## src/rtl/mips_mc_pkg.sv

```systemverilog
// Shared types and encodings for the multicycle MIPS control sequencer.
package mips_mc_pkg;

    typedef enum logic [3:0] {
        FETCH  = 4'd0,
        DECODE = 4'd1,
        MEMADR = 4'd2,
        MEMRD  = 4'd3,
        MEMWB  = 4'd4,
        MEMWR  = 4'd5,
        EXEC   = 4'd6,
        ALUWB  = 4'd7,
        BEQ    = 4'd8,
        ADDIEX = 4'd9,
        ADDIWB = 4'd10,
        JUMP   = 4'd11
    } state_t;

    localparam logic [5:0] OP_RTYPE = 6'h00;
    localparam logic [5:0] OP_LW    = 6'h23;
    localparam logic [5:0] OP_SW    = 6'h2B;
    localparam logic [5:0] OP_BEQ   = 6'h04;
    localparam logic [5:0] OP_ADDI  = 6'h08;
    localparam logic [5:0] OP_J     = 6'h02;

    localparam logic [1:0] SRCB_B      = 2'b00;
    localparam logic [1:0] SRCB_FOUR   = 2'b01;
    localparam logic [1:0] SRCB_IMM    = 2'b10;
    localparam logic [1:0] SRCB_IMM_SH = 2'b11;

    localparam logic [1:0] ALUOP_ADD   = 2'b00;
    localparam logic [1:0] ALUOP_SUB   = 2'b01;
    localparam logic [1:0] ALUOP_FUNCT = 2'b10;

    localparam logic [1:0] PCSRC_ALU    = 2'b00;
    localparam logic [1:0] PCSRC_ALUOUT = 2'b01;
    localparam logic [1:0] PCSRC_JUMP   = 2'b10;

    function automatic logic is_supported(input logic [5:0] op);
        return (op == OP_RTYPE) || (op == OP_LW) || (op == OP_SW) ||
               (op == OP_BEQ) || (op == OP_ADDI) || (op == OP_J);
    endfunction

endpackage

```

## src/rtl/mips_mc_next_state.sv

```systemverilog
// Combinational next-state function of the multicycle control FSM.
module mips_mc_next_state
    import mips_mc_pkg::*;
(
    input  logic [3:0] state,
    input  logic [5:0] opcode,
    input  logic       mem_ready,
    output logic [3:0] next_state
);

    state_t cur;
    state_t nxt;

    assign cur        = state_t'(state);
    assign next_state = nxt;

    always_comb begin
        nxt = FETCH;
        case (cur)
            FETCH:  nxt = mem_ready ? DECODE : FETCH;
            DECODE: begin
                case (opcode)
                    OP_LW, OP_SW: nxt = MEMADR;
                    OP_RTYPE:     nxt = EXEC;
                    OP_BEQ:       nxt = BEQ;
                    OP_ADDI:      nxt = ADDIEX;
                    OP_J:         nxt = JUMP;
                    default:      nxt = FETCH;
                endcase
            end
            MEMADR: nxt = (opcode == OP_SW) ? MEMWR : MEMRD;
            MEMRD:  nxt = mem_ready ? MEMWB : MEMRD;
            MEMWB:  nxt = FETCH;
            MEMWR:  nxt = mem_ready ? FETCH : MEMWR;
            EXEC:   nxt = ALUWB;
            ALUWB:  nxt = FETCH;
            BEQ:    nxt = FETCH;
            ADDIEX: nxt = ADDIWB;
            ADDIWB: nxt = FETCH;
            JUMP:   nxt = FETCH;
            default: nxt = FETCH;
        endcase
    end

endmodule

```

## src/rtl/mips_multicycle_control.sv

```systemverilog
// Multicycle MIPS control unit: state register plus Moore output decode
// with memory-ready gating on the handshake-dependent strobes.
module mips_multicycle_control
    import mips_mc_pkg::*;
#(
    parameter int unsigned MEM_WAIT_EN = 1
) (
    input  logic       clk,
    input  logic       reset,
    input  logic [5:0] opcode,
    input  logic       zero,
    input  logic       mem_ready,
    output logic       pc_en,
    output logic       iord,
    output logic       mem_read,
    output logic       mem_write,
    output logic       ir_write,
    output logic       reg_dst,
    output logic       mem_to_reg,
    output logic       reg_write,
    output logic       alu_src_a,
    output logic [1:0] alu_src_b,
    output logic [1:0] alu_op,
    output logic [1:0] pc_source,
    output logic       instr_done,
    output logic       illegal_op,
    output logic [3:0] state
);

    state_t     state_r;
    logic [3:0] next_state;
    logic       ready;
    logic       pc_write;
    logic       branch;

    assign ready = (MEM_WAIT_EN != 0) ? mem_ready : 1'b1;
    assign state = state_r;

    mips_mc_next_state u_next_state (
        .state      (state_r),
        .opcode     (opcode),
        .mem_ready  (ready),
        .next_state (next_state)
    );

    always_ff @(posedge clk) begin
        if (reset) begin
            state_r <= FETCH;
        end else begin
            state_r <= state_t'(next_state);
        end
    end

    always_comb begin
        pc_write   = 1'b0;
        branch     = 1'b0;
        iord       = 1'b0;
        mem_read   = 1'b0;
        mem_write  = 1'b0;
        ir_write   = 1'b0;
        reg_dst    = 1'b0;
        mem_to_reg = 1'b0;
        reg_write  = 1'b0;
        alu_src_a  = 1'b0;
        alu_src_b  = SRCB_B;
        alu_op     = ALUOP_ADD;
        pc_source  = PCSRC_ALU;
        instr_done = 1'b0;
        illegal_op = 1'b0;
        case (state_r)
            FETCH: begin
                mem_read  = 1'b1;
                alu_src_b = SRCB_FOUR;
                ir_write  = ready;
                pc_write  = ready;
            end
            DECODE: begin
                alu_src_b  = SRCB_IMM_SH;
                illegal_op = !is_supported(opcode);
            end
            MEMADR, ADDIEX: begin
                alu_src_a = 1'b1;
                alu_src_b = SRCB_IMM;
            end
            MEMRD: begin
                iord     = 1'b1;
                mem_read = 1'b1;
            end
            MEMWB: begin
                mem_to_reg = 1'b1;
                reg_write  = 1'b1;
                instr_done = 1'b1;
            end
            MEMWR: begin
                iord       = 1'b1;
                mem_write  = 1'b1;
                instr_done = ready;
            end
            EXEC: begin
                alu_src_a = 1'b1;
                alu_op    = ALUOP_FUNCT;
            end
            ALUWB: begin
                reg_dst    = 1'b1;
                reg_write  = 1'b1;
                instr_done = 1'b1;
            end
            BEQ: begin
                alu_src_a  = 1'b1;
                alu_op     = ALUOP_SUB;
                pc_source  = PCSRC_ALUOUT;
                branch     = 1'b1;
                instr_done = 1'b1;
            end
            ADDIWB: begin
                reg_write  = 1'b1;
                instr_done = 1'b1;
            end
            JUMP: begin
                pc_source  = PCSRC_JUMP;
                pc_write   = 1'b1;
                instr_done = 1'b1;
            end
            default: ;
        endcase

        pc_en = pc_write | (branch & zero);

        // Reset suppresses every side effect so an aborted instruction leaves no trace.
        if (reset) begin
            pc_en      = 1'b0;
            ir_write   = 1'b0;
            reg_write  = 1'b0;
            mem_read   = 1'b0;
            mem_write  = 1'b0;
            instr_done = 1'b0;
            illegal_op = 1'b0;
        end
    end

endmodule

```

## config.mk

```make
export PLATFORM = sky130hd
export DESIGN_NAME = mips_multicycle_control
export DESIGN_NICKNAME = d
export VERILOG_FILES = /design/src/rtl/mips_mc_pkg.sv /design/src/rtl/mips_mc_next_state.sv /design/src/rtl/mips_multicycle_control.sv
export SDC_FILE = /design/constraint.sdc
export NUM_CORES = 1
export LEC_CHECK = 0
export ABC_AREA = 0
export CORE_MARGIN = 2
export CORE_UTILIZATION = 43
export CTS_BUF_LIST = sky130_fd_sc_hd__clkbuf_4 sky130_fd_sc_hd__clkbuf_8
export CTS_CLUSTER_SIZE = 16
export DETAILED_ROUTE_END_ITERATION = 8
export HOLD_SLACK_MARGIN = 0.15
export PLACE_DENSITY = 0.87
export SYNTH_ARGS = -nofsm -noshare
export SYNTH_HDL_FRONTEND = slang
export SYNTH_SLANG_ARGS = --single-unit
```

## constraint.sdc

```tcl
create_clock -name clk -period 3.5 [get_ports clk]
set_input_delay 0.7 -clock clk [delete_from_list [all_inputs] [get_ports clk]]
set_output_delay 0.7 -clock clk [all_outputs]
set_load 0.02 [all_outputs]
```

==> impl_metrics.ini <==
[grt]
grt_pass1_wl_mm = 2.70
grt_pass1_vias = 621
grt_start_max_net_pins = 23
grt.total_usage_pct = 24.1
antenna_found_initial = 0
overflow = 0

[floorplanning]
rows = 13
initial_utilization_pct = 45.8
core_sq_um = 1280
dieWidth_um = 41.0
die-area_sq_um = 1680
die_h_um = 41.0
pin_count = 31

[worst_setup_path]
critPathKind = in2out
crit_chain = clkdlybuf4s50_1 > or2_1 > nor3_1 > o21ai_0 > and4_1 > clkdlybuf4s50_1
slowest_delay_ps = 550
end_kind = primary output
worst_path_max_delay_cell = clkdlybuf4s50_1
cp-start-kind = input port
arrival_ps = 2510
path_max_fanout = 7
worst_ep_required_time_ps = 2800
cpMostUsedCell = clkdlybuf4s50_1

[pwr]
pwr-share-comb_pct = 36.0
internal_power_mw = 0.115
seqPwrFrac_pct = 28.7
vdd_drop_max_uv = 162
power_frac_clock_pct = 35.4
power_density_nw_per_um2 = 191
switching_power_mw = 0.0527
p_leak_nw = 0.297
switching_share_pct = 31.4

[final_layout]
area_growth_pct = 49.6
fillers = 115
diodes = 0
final_layout_size_suffix_gt1_share_pct = 8.33
fin_nets = 120
largest_register_ffs = 4
fin_util_pct = 68.5

[place]
post-dp-hpwl_mm = 1.36
post-place-ws_ps = 351
place_congestion = 0.892
portBuffers = 30

[detailed_routing]
via_per_inst = 6.16
firstDrtPassIters = 4
vias = 758
wl_per_cell_um = 14.8
drtAntennaViolNets = 0
drc = 0
drt_wl_total_mm = 1.82
drt_iter0_drc = 29

[clock_tree]
cts_max_path_buffers = 2
cts_hold_buf = 0
clock_tree.root_cell = clkbuf_4
post_cts_resize_count = 0
post_cts_buffers = 0
insertion_delay_ps = 240
path_clk_slew_ps = 40
cts_htree_levels = 1
cts_tree = built
cts_sinks = 4
numCtsBuffers = 3

[synth]
synth_area_sq_um = 588
synth_top_area_share_pct = 13.6
yosys_warnings = 0
synthMostInstantiatedCell = nor2_1
synthCells = 82
syn_avg_cell_area_sq_um = 7.17
synth_edf_count = 0
synth_nets = 92
synth_largest_area_cell = dfxtp_1
synth-main-ff-cell = dfxtp_1
async_flop_share_pct = 0
synthDistinctLibCells = 39
ys_seq_area_share_pct = 13.6
synthTopCellsByCount = 10 x nor2_1, 9 x nor3_1, 6 x a21oi_1, 5 x o21ai_0
synth-seq-cells = 4
synth_area_leaders = dfxtp_1 14%, nor3_1 7.7%, nor2_1 6.4%

[flow_run]
maxCapViolCount = 0

[sta]
finalHoldViolations = 0
layout_setup_ws_ps = 292
rsz0062_at_grt = no
finalCriticalPeriod_ps = 3210
finalSetupViolations = 0
post-route-period-util_pct = 91.7
slew_violations = 0
max_slew_margin_pct = 55.6
hold-worst-slack_ps = 682
tightest_slew_ps = 665
skew_ps = 5.71
fmax_ghz = 0.312
tns_ps = 0

[min_path]
hp-class = reg2reg

[status]
run_status = completed
[placed cells by master, fill, tap and decap left out, types with 2 or more instances in the layout]
cell             count
a2111oi_0            2
dfxtp_1              4
or4_1                2
xor2_1               2
and4b_1              2
o21ai_0              5
nand2b_1             2
nor3b_1              2
buf_4                2
nor3_1               9
nor2_1              10
a21oi_1              6
nand2b_2             2
nand4_1              2
nand2_1              2
clkbuf_4             3
clkdlybuf4s50_1     30
[critical path: cells and delay by family]
kind | cells | cell delay (ps)
AOI/OAI and AO/OA | 1 | 90
buffers and inverters | 2 | 1080
and+or+nand+nor | 3 | 650
[power groups by stage]
stage | clock, mW | sequential, mW | combinational (mW)
4_1_cts | 0.0600 | 0.0482 | 0.0595
6_report | 0.0594 | 0.0482 | 0.0604
5_1_grt | 0.0632 | 0.0483 | 0.0641
3_5_place_dp | 0 | 0.0489 | 0.0592
3_3_place_gp | 0 | 0.0489 | 0.0578
2_1_floorplan | 0 | 0.0502 | 0.0320
[per-layer routing]
metal  GRT usage [%]  part of all wire, %  up-vias
met1            29.4                   43      356
met4            5.00                 0.99        0
met5               0                    0        -
li1                -                    -      359
met3            3.26                  4.9        4
met2            43.8                   51       39
[worst paths after layout]
| check | slack, ps | to | startpoint | depth (start not counted) |
|---|---|---|---|---|
| setup / recovery | 290 | illegal_op | opcode[3] | 6 |
| hold / removal | 680 | state[2] | state[3] | 1 |
| setup reg to reg | 1690 | state[2] | state[1] | 4 |
| hold reg to reg | 680 | state[2] | state[3] | 1 |
[stage by stage]
step / area, sq um / power [mW] / std cells
2_1_floorplan: 588 / 0.0822 / 82
3_3_place_gp: 857 / 0.107 / 120
3_5_place_dp: 857 / 0.108 / 120
4_1_cts: 880 / 0.168 / 123
5_1_grt: 880 / 0.176 / 123
6_report: 880 / 0.168 / 123
[layout make-up]
class / instances / area (sq um) / share of cell area, %
Inverter: 1 / 3.75 / 0.427
Tap cell: 15 / 18.8 / 2.13
Timing Repair Buffer: 32 / 315 / 35.8
Sequential cell: 4 / 80.1 / 9.10
Clock buffer: 3 / 22.5 / 2.56
Multi-Input combinational cell: 68 / 439 / 49.9
[cells by family after synthesis]
group           share of synthesized area, %
simple gates                            42.1
compound gates                          24.5
buf+inv                                 11.7
flops                                   13.6
xor+xnor                                4.47
mux                                     3.62
(Power assumes the default switching activity.)
